[config.mk]
export PLATFORM = sky130hd
export DESIGN_NAME = hazard_ctrl
export DESIGN_NICKNAME = d
export VERILOG_FILES = /design/src/rtl/pipeline_pkg.sv /design/src/rtl/sat_counter.sv /design/src/rtl/hazard_ctrl.sv
export SDC_FILE = /design/constraint.sdc
export NUM_CORES = 1
export LEC_CHECK = 0
export ABC_CLOCK_PERIOD_IN_PS = 6000
export CORE_MARGIN = 5
export CORE_UTILIZATION = 40
export CTS_CLUSTER_SIZE = 25
export DETAILED_ROUTE_END_ITERATION = 10
export PLACE_DENSITY = 0.71
export REMOVE_ABC_BUFFERS = 1
export SLEW_MARGIN = 10
export SYNTH_ARGS = -nofsm -noshare
export SYNTH_HDL_FRONTEND = slang
export SYNTH_SLANG_ARGS = --single-unit
[constraint.sdc]
create_clock -name clk -period 6 [get_ports clk]
set_input_delay 0.6 -clock clk [delete_from_list [all_inputs] [get_ports clk]]
set_output_delay 0.6 -clock clk [all_outputs]
set_load 0.005 [all_outputs]
[src/rtl/pipeline_pkg.sv]
// Shared encodings and defaults for the pipeline hazard controller:
// operand-forward selects, sequencing FSM states and the forwarding pick rule.
package pipeline_pkg;

  localparam int DRAIN_CYCLES_DEF = 4;
  localparam int CNT_W_DEF        = 16;

  typedef enum logic [1:0] {
    ST_RUN    = 2'b00,
    ST_DRAIN  = 2'b01,
    ST_HALTED = 2'b10
  } state_e;

  typedef enum logic [1:0] {
    FWD_RF  = 2'b00,
    FWD_MEM = 2'b01,
    FWD_WB  = 2'b10
  } fwd_sel_e;

  // Newest producer wins: Exec result beats the older Mem-stage write.
  function automatic fwd_sel_e fwd_pick(input logic [4:0] src,
                                        input logic       used,
                                        input logic [4:0] rd_exec,
                                        input logic       wr_en_exec,
                                        input logic [4:0] rd_mem,
                                        input logic       wr_en_mem);
    fwd_sel_e sel;
    sel = FWD_RF;
    if (used && (src != 5'd0)) begin
      if (wr_en_exec && (src == rd_exec)) begin
        sel = FWD_MEM;
      end else if (wr_en_mem && (src == rd_mem)) begin
        sel = FWD_WB;
      end
    end
    return sel;
  endfunction

endpackage

[src/rtl/sat_counter.sv]
// Event counter that sticks at all-ones instead of wrapping.
module sat_counter #(
  parameter int W = 16
) (
  input  logic         clk,
  input  logic         rstn,
  input  logic         clr_i,
  input  logic         inc_i,
  output logic [W-1:0] cnt_o
);

  logic [W-1:0] cnt_q;
  logic [W-1:0] cnt_d;

  always_comb begin
    cnt_d = cnt_q;
    if (clr_i) begin
      cnt_d = '0;
    end else if (inc_i && (cnt_q != '1)) begin
      cnt_d = cnt_q + W'(1);
    end
  end

  always_ff @(posedge clk or negedge rstn) begin
    if (!rstn) begin
      cnt_q <= '0;
    end else begin
      cnt_q <= cnt_d;
    end
  end

  assign cnt_o = cnt_q;

endmodule

[src/rtl/hazard_ctrl.sv]
// Pipeline hazard controller: load-use stall, branch flush, operand forwarding
// selects, halt drain sequencing and stall/flush event counters.
//
// state     | meaning
// ST_RUN    | normal issue; stalls on load-use, flushes on taken branch
// ST_DRAIN  | halt seen in IF; fetch frozen while older instructions retire
// ST_HALTED | pipeline empty and stopped until reset
module hazard_ctrl
  import pipeline_pkg::*;
#(
  parameter int DRAIN_CYCLES = DRAIN_CYCLES_DEF,
  parameter int CNT_W        = CNT_W_DEF
) (
  input  logic             clk,
  input  logic             rstn,
  input  logic [4:0]       rs1_dec,
  input  logic [4:0]       rs2_dec,
  input  logic             rs1_used_dec,
  input  logic             rs2_used_dec,
  input  logic [4:0]       rd_exec,
  input  logic             wr_en_exec,
  input  logic             load_exec,
  input  logic [4:0]       rd_mem,
  input  logic             wr_en_mem,
  input  logic             branch_taken_mem,
  input  logic             halt_if,
  output logic             stall_if,
  output logic             stall_dec,
  output logic             bubble_exec,
  output logic             flush_dec,
  output logic             flush_exec,
  output logic             flush_mem,
  output logic [1:0]       fwd_a_sel,
  output logic [1:0]       fwd_b_sel,
  output logic             halt,
  output logic [CNT_W-1:0] stall_cnt,
  output logic [CNT_W-1:0] flush_cnt
);

  localparam int DRAIN_W = (DRAIN_CYCLES > 1) ? $clog2(DRAIN_CYCLES) : 1;
  localparam logic [DRAIN_W-1:0] DRAIN_LOAD = DRAIN_W'(DRAIN_CYCLES - 1);

  state_e             state_q, state_d;
  logic [DRAIN_W-1:0] drain_q, drain_d;
  fwd_sel_e           fwd_a_q, fwd_a_d;
  fwd_sel_e           fwd_b_q, fwd_b_d;
  logic               load_use;
  logic               stall_ev;
  logic               flush_ev;

  assign load_use = load_exec && wr_en_exec && (rd_exec != 5'd0) &&
                    ((rs1_used_dec && (rs1_dec == rd_exec)) ||
                     (rs2_used_dec && (rs2_dec == rd_exec)));

  always_comb begin
    state_d     = state_q;
    drain_d     = drain_q;
    stall_if    = 1'b0;
    stall_dec   = 1'b0;
    bubble_exec = 1'b0;
    flush_dec   = 1'b0;
    flush_exec  = 1'b0;
    flush_mem   = 1'b0;
    stall_ev    = 1'b0;
    flush_ev    = 1'b0;
    fwd_a_d     = fwd_pick(rs1_dec, rs1_used_dec, rd_exec, wr_en_exec, rd_mem, wr_en_mem);
    fwd_b_d     = fwd_pick(rs2_dec, rs2_used_dec, rd_exec, wr_en_exec, rd_mem, wr_en_mem);
    case (state_q)
      ST_RUN: begin
        if (branch_taken_mem) begin
          flush_dec  = 1'b1;
          flush_exec = 1'b1;
          flush_mem  = 1'b1;
          flush_ev   = 1'b1;
          fwd_a_d    = FWD_RF;
          fwd_b_d    = FWD_RF;
        end else if (load_use) begin
          stall_if    = 1'b1;
          stall_dec   = 1'b1;
          bubble_exec = 1'b1;
          stall_ev    = 1'b1;
          fwd_a_d     = FWD_RF;
          fwd_b_d     = FWD_RF;
        end else if (halt_if) begin
          state_d = ST_DRAIN;
          drain_d = DRAIN_LOAD;
        end
      end
      ST_DRAIN: begin
        // A redirect means the halt was fetched down the wrong path.
        if (branch_taken_mem) begin
          flush_dec  = 1'b1;
          flush_exec = 1'b1;
          flush_mem  = 1'b1;
          flush_ev   = 1'b1;
          fwd_a_d    = FWD_RF;
          fwd_b_d    = FWD_RF;
          state_d    = ST_RUN;
          drain_d    = '0;
        end else begin
          stall_if  = 1'b1;
          flush_dec = 1'b1;
          if (drain_q == '0) begin
            state_d = ST_HALTED;
          end else begin
            drain_d = drain_q - DRAIN_W'(1);
          end
        end
      end
      ST_HALTED: begin
        stall_if  = 1'b1;
        flush_dec = 1'b1;
        fwd_a_d   = FWD_RF;
        fwd_b_d   = FWD_RF;
      end
      default: begin
        state_d = ST_RUN;
        drain_d = '0;
      end
    endcase
  end

  always_ff @(posedge clk or negedge rstn) begin
    if (!rstn) begin
      state_q <= ST_RUN;
      drain_q <= '0;
      fwd_a_q <= FWD_RF;
      fwd_b_q <= FWD_RF;
    end else begin
      state_q <= state_d;
      drain_q <= drain_d;
      fwd_a_q <= fwd_a_d;
      fwd_b_q <= fwd_b_d;
    end
  end

  assign fwd_a_sel = fwd_a_q;
  assign fwd_b_sel = fwd_b_q;
  assign halt      = (state_q == ST_HALTED);

  sat_counter #(.W(CNT_W)) u_stall_cnt (
    .clk   (clk),
    .rstn  (rstn),
    .clr_i (1'b0),
    .inc_i (stall_ev),
    .cnt_o (stall_cnt)
  );

  sat_counter #(.W(CNT_W)) u_flush_cnt (
    .clk   (clk),
    .rstn  (rstn),
    .clr_i (1'b0),
    .inc_i (flush_ev),
    .cnt_o (flush_cnt)
  );

endmodule

==> impl_metrics.ini <==
[clocking]
cts_max_path_buffers = 2
clkLatencyLatePin_ps = 290
tritoncts = yes
cts_post_setup_buffers_inserted = 0
htree_num_levels = 2
clock_transition_at_the_registers_of_the_reported_paths_ps = 90
numCtsBuffers = 5
cts_repair_resize_count = 0
cts.hold.buffers_added = 0
clock_tree.root_cell = clkbuf_8
numClockSinks = 40

[floorplanning]
coreArea_mm2 = 0.00547
design.die.area_mm2 = 0.00722
placement_rows = 27
number_of_ports_placed_on_the_die_boundary = 72
die_width_um = 85.0
initial_cell_density_of_the_core_pct = 41.1
chip_height_um = 85.0

[grt]
wire_length_of_the_first_global_routing_pass_mm = 8.89
use_met3_pct = 3.01
antenna_violations_before_repair = 0
grt_usage_pct = 15.1
globalRoute.busiestLayer = met2
global_route.overflow_total = 0
vias_in_the_first_global_route = 1874
gr-usage-met1_pct = 19.6
globalRouteMet2Util_pct = 25.1
grt_max_degree = 41

[timing]
slew_violations = 0
hold_viol = 0
layout_worst_path_cycle_share_pct = 56.9
fin_tns_setup_ps = 0
min_cycle_time_layout_ps = 3410
report.final.setup_viol = 0
slew_headroom_pct = 42.2
rsz0062_at_grt = no
clock.fmax_ghz = 0.293
timing_worst_slew_pin_value_ps = 868
worst_clock_skew_ps = 10.2

[route]
dr.first_iter.drc_count = 79
drt_drc_violations_left = 0
drt-pass1-iter-count = 4
postRouteAntennaNets = 0
dr_total_vias = 1898
vias_per_cell = 5.06
detail_route.wirelength_mm = 5.20
wl_per_cell_um = 13.9

[job]
max_cap_viol_count = 0

[cells_and_area]
num-fill-cells = 492
final_util_pct = 57.3
drive_gt1_share_pct = 5.94
post_layout_inst_area_mm2 = 0.00313
nNetsFinal = 338
antenna-diode-count = 0
syn2layout_area_growth_pct = 39.4

[place]
port_buffers = 71
detailed_place.area_mm2 = 0.00302
dp_hpwl_mm = 4.14
finalWeightedCongestion = 0.841

[yosys]
synth_warnings = 0
seq_area_frac_synth_pct = 44.5
ys_types = 37
synth.avg_cell_area_um2 = 9.90
synthTopCellsByArea = dfrtp_1 (45%), xnor2_1 (11%), xor2_1 (8.6%), nand2_1 (4.0%), ha_1 (3.9%)
synth.cell_area_mm2 = 0.00225
syn_inst = 227
synth_top_cell_area_share_pct = 44.5
asyncSetResetFlopFracSynth_pct = 100
synth-edff-count = 0
yosys.area.top_type = dfrtp_1
synth.ff_latch_count = 40
prevailing_post_synth_register_cell = dfrtp_1

[power_and_ir_drop]
power.switching_fraction_pct = 31.5
power.sequential.fraction_pct = 39.9
vdd_ir_drop_max_mv = 0.153
share_clk_of_total_power_pct = 26.0
internal_power_mw = 0.590
switching_power_mw = 0.271
pwr-share-comb_pct = 34.1
power.density_cell_area_mw_per_mm2 = 275
power.static_leakage_nw = 1.33

[worst_setup_path]
crit_path_cell_trace = clkdlybuf4s50_1 -> xnor2_1 -> nand3_1 -> o22ai_2 -> nand2_1 -> nor3_1 -> o31a_1 -> clkdlybuf4s50_1
critPathSlowestCell = clkdlybuf4s50_1
worst-path-max-fanout = 4
worst_r2r_path_depth = 7
critical_path.startpoint_type = input pin
worst-endpoint-required_ps = 5400
critical_path.max_stage_delay_ps = 500
critPathKind = in -> out
path_common_cell = clkdlybuf4s50_1
worstSetupEndpointType = primary output
worstPathArrival_ps = 2810

[run_status]
outcome = finished clean

[hold_path]
timing.hold.worst.class = in -> async
[worst max-delay path: cells and delay by family]
family / cells / cell delay [ps]
AO/OA/AOI/OAI: 2 / 400
buffers and inverters: 2 / 980
AND/OR/NAND/NOR: 3 / 590
XOR/XNOR: 1 / 250
[worst paths after layout]
check | slack [ps] | end | start
max | 2590 | stall_if | rd_exec[3]
min | 410 | u_flush_cnt.cnt_o[9] | rstn
max reg2reg | 3740 | u_stall_cnt.cnt_o[11] | state_q[1]
min reg2reg | 490 | u_flush_cnt.cnt_o[11] | u_flush_cnt.cnt_o[11]
max in group asynchronous | 5030 | u_flush_cnt.cnt_o[3] | rstn
min in group clk | 490 | u_flush_cnt.cnt_o[11] | u_flush_cnt.cnt_o[11]
[power by group through the flow]
stage / logic, mW / clock network (mW) / registers [mW]
finish: 0.294 / 0.224 / 0.343
global route: 0.333 / 0.243 / 0.350
CTS: 0.297 / 0.233 / 0.345
detailed placement: 0.297 / 0 / 0.349
global placement: 0.288 / 0 / 0.348
floorplan: 0.161 / 0 / 0.343
[cells in the mapped netlist (2+ instances only)]
library cell,number
dfrtp_1,40
xnor2_1,27
nand2_1,24
xor2_1,22
nor2_1,15
nand3_1,13
nand4_1,12
inv_1,11
nor3_1,10
ha_1,7
a21oi_1,6
nor4_1,4
o21ai_0,4
a2bb2oi_1,3
and4_1,3
buf_4,2
nor3_2,2
or3_1,2
or4_1,2
[logic make-up (layout without fill, tap and decap cells)]
logic type / after synthesis / in the layout / share of synthesized area, %
xor+xnor: 49 / 49 / 19.1
compound gates: 22 / 22 / 7.01
flops: 40 / 40 / 44.5
buf+inv: 14 / 90 / 3.00
mux: 2 / 2 / 1.17
simple gates: 93 / 93 / 21.3
fa+ha+maj: 7 / 7 / 3.90
[per-stage QoR]
stage               power (mW)  cells  hold slack [ps]  setup WS (ps)
finish                   0.861    375              409           2590
global route             0.927    375              506           2430
CTS                      0.874    375              458           2610
detailed placement       0.646    367              482           2620
global placement         0.636    367              484           2670
floorplan                0.504    224              304           3620
[layout make-up]
class	instances	area [um^2]	share of cell area, %
Timing Repair Buffer	71	706	22.5
Clock inverter	3	47.5	1.52
Multi-Input combinational cell	173	1180	37.6
Sequential cell	40	1000	31.9
Inverter	11	41.3	1.32
Tap cell	72	90.1	2.87
Clock buffer	5	68.8	2.20
[placed cells by master (no fill, tap or decap), types with 2 or more instances in the layout]
master / n
inv_1: 11
xnor2_1: 27
or4_1: 2
nand3_1: 13
or3_1: 2
a2bb2oi_1: 3
a21oi_1: 6
ha_1: 7
clkdlybuf4s50_1: 70
clkinv_4: 2
and4_1: 3
nor4_1: 4
dfrtp_1: 40
nand2_1: 24
nor2_1: 15
xor2_1: 22
nor3_2: 2
clkbuf_8: 5
nand4_1: 12
o21ai_0: 4
nor3_1: 10
[per-layer routing]
metal  part of all wire (%)  routed length, um  up-vias
met2                     50               2620       38
li1                       -                  -      939
met3                    3.4                175        7
met5                      0                  0        -
met1                     45               2340      914
met4                    1.1                 58        0
[state kept, by name (all words and copies together) (netlist names)]
| register | flops |
|---|---|
| u_flush_cnt.cnt_o | 16 |
| u_stall_cnt.cnt_o | 16 |
| drain_q | 2 |
| fwd_a_sel | 2 |
| fwd_b_sel | 2 |
| state_q | 2 |
No activity file was read; power rests on OpenSTA's default activity.
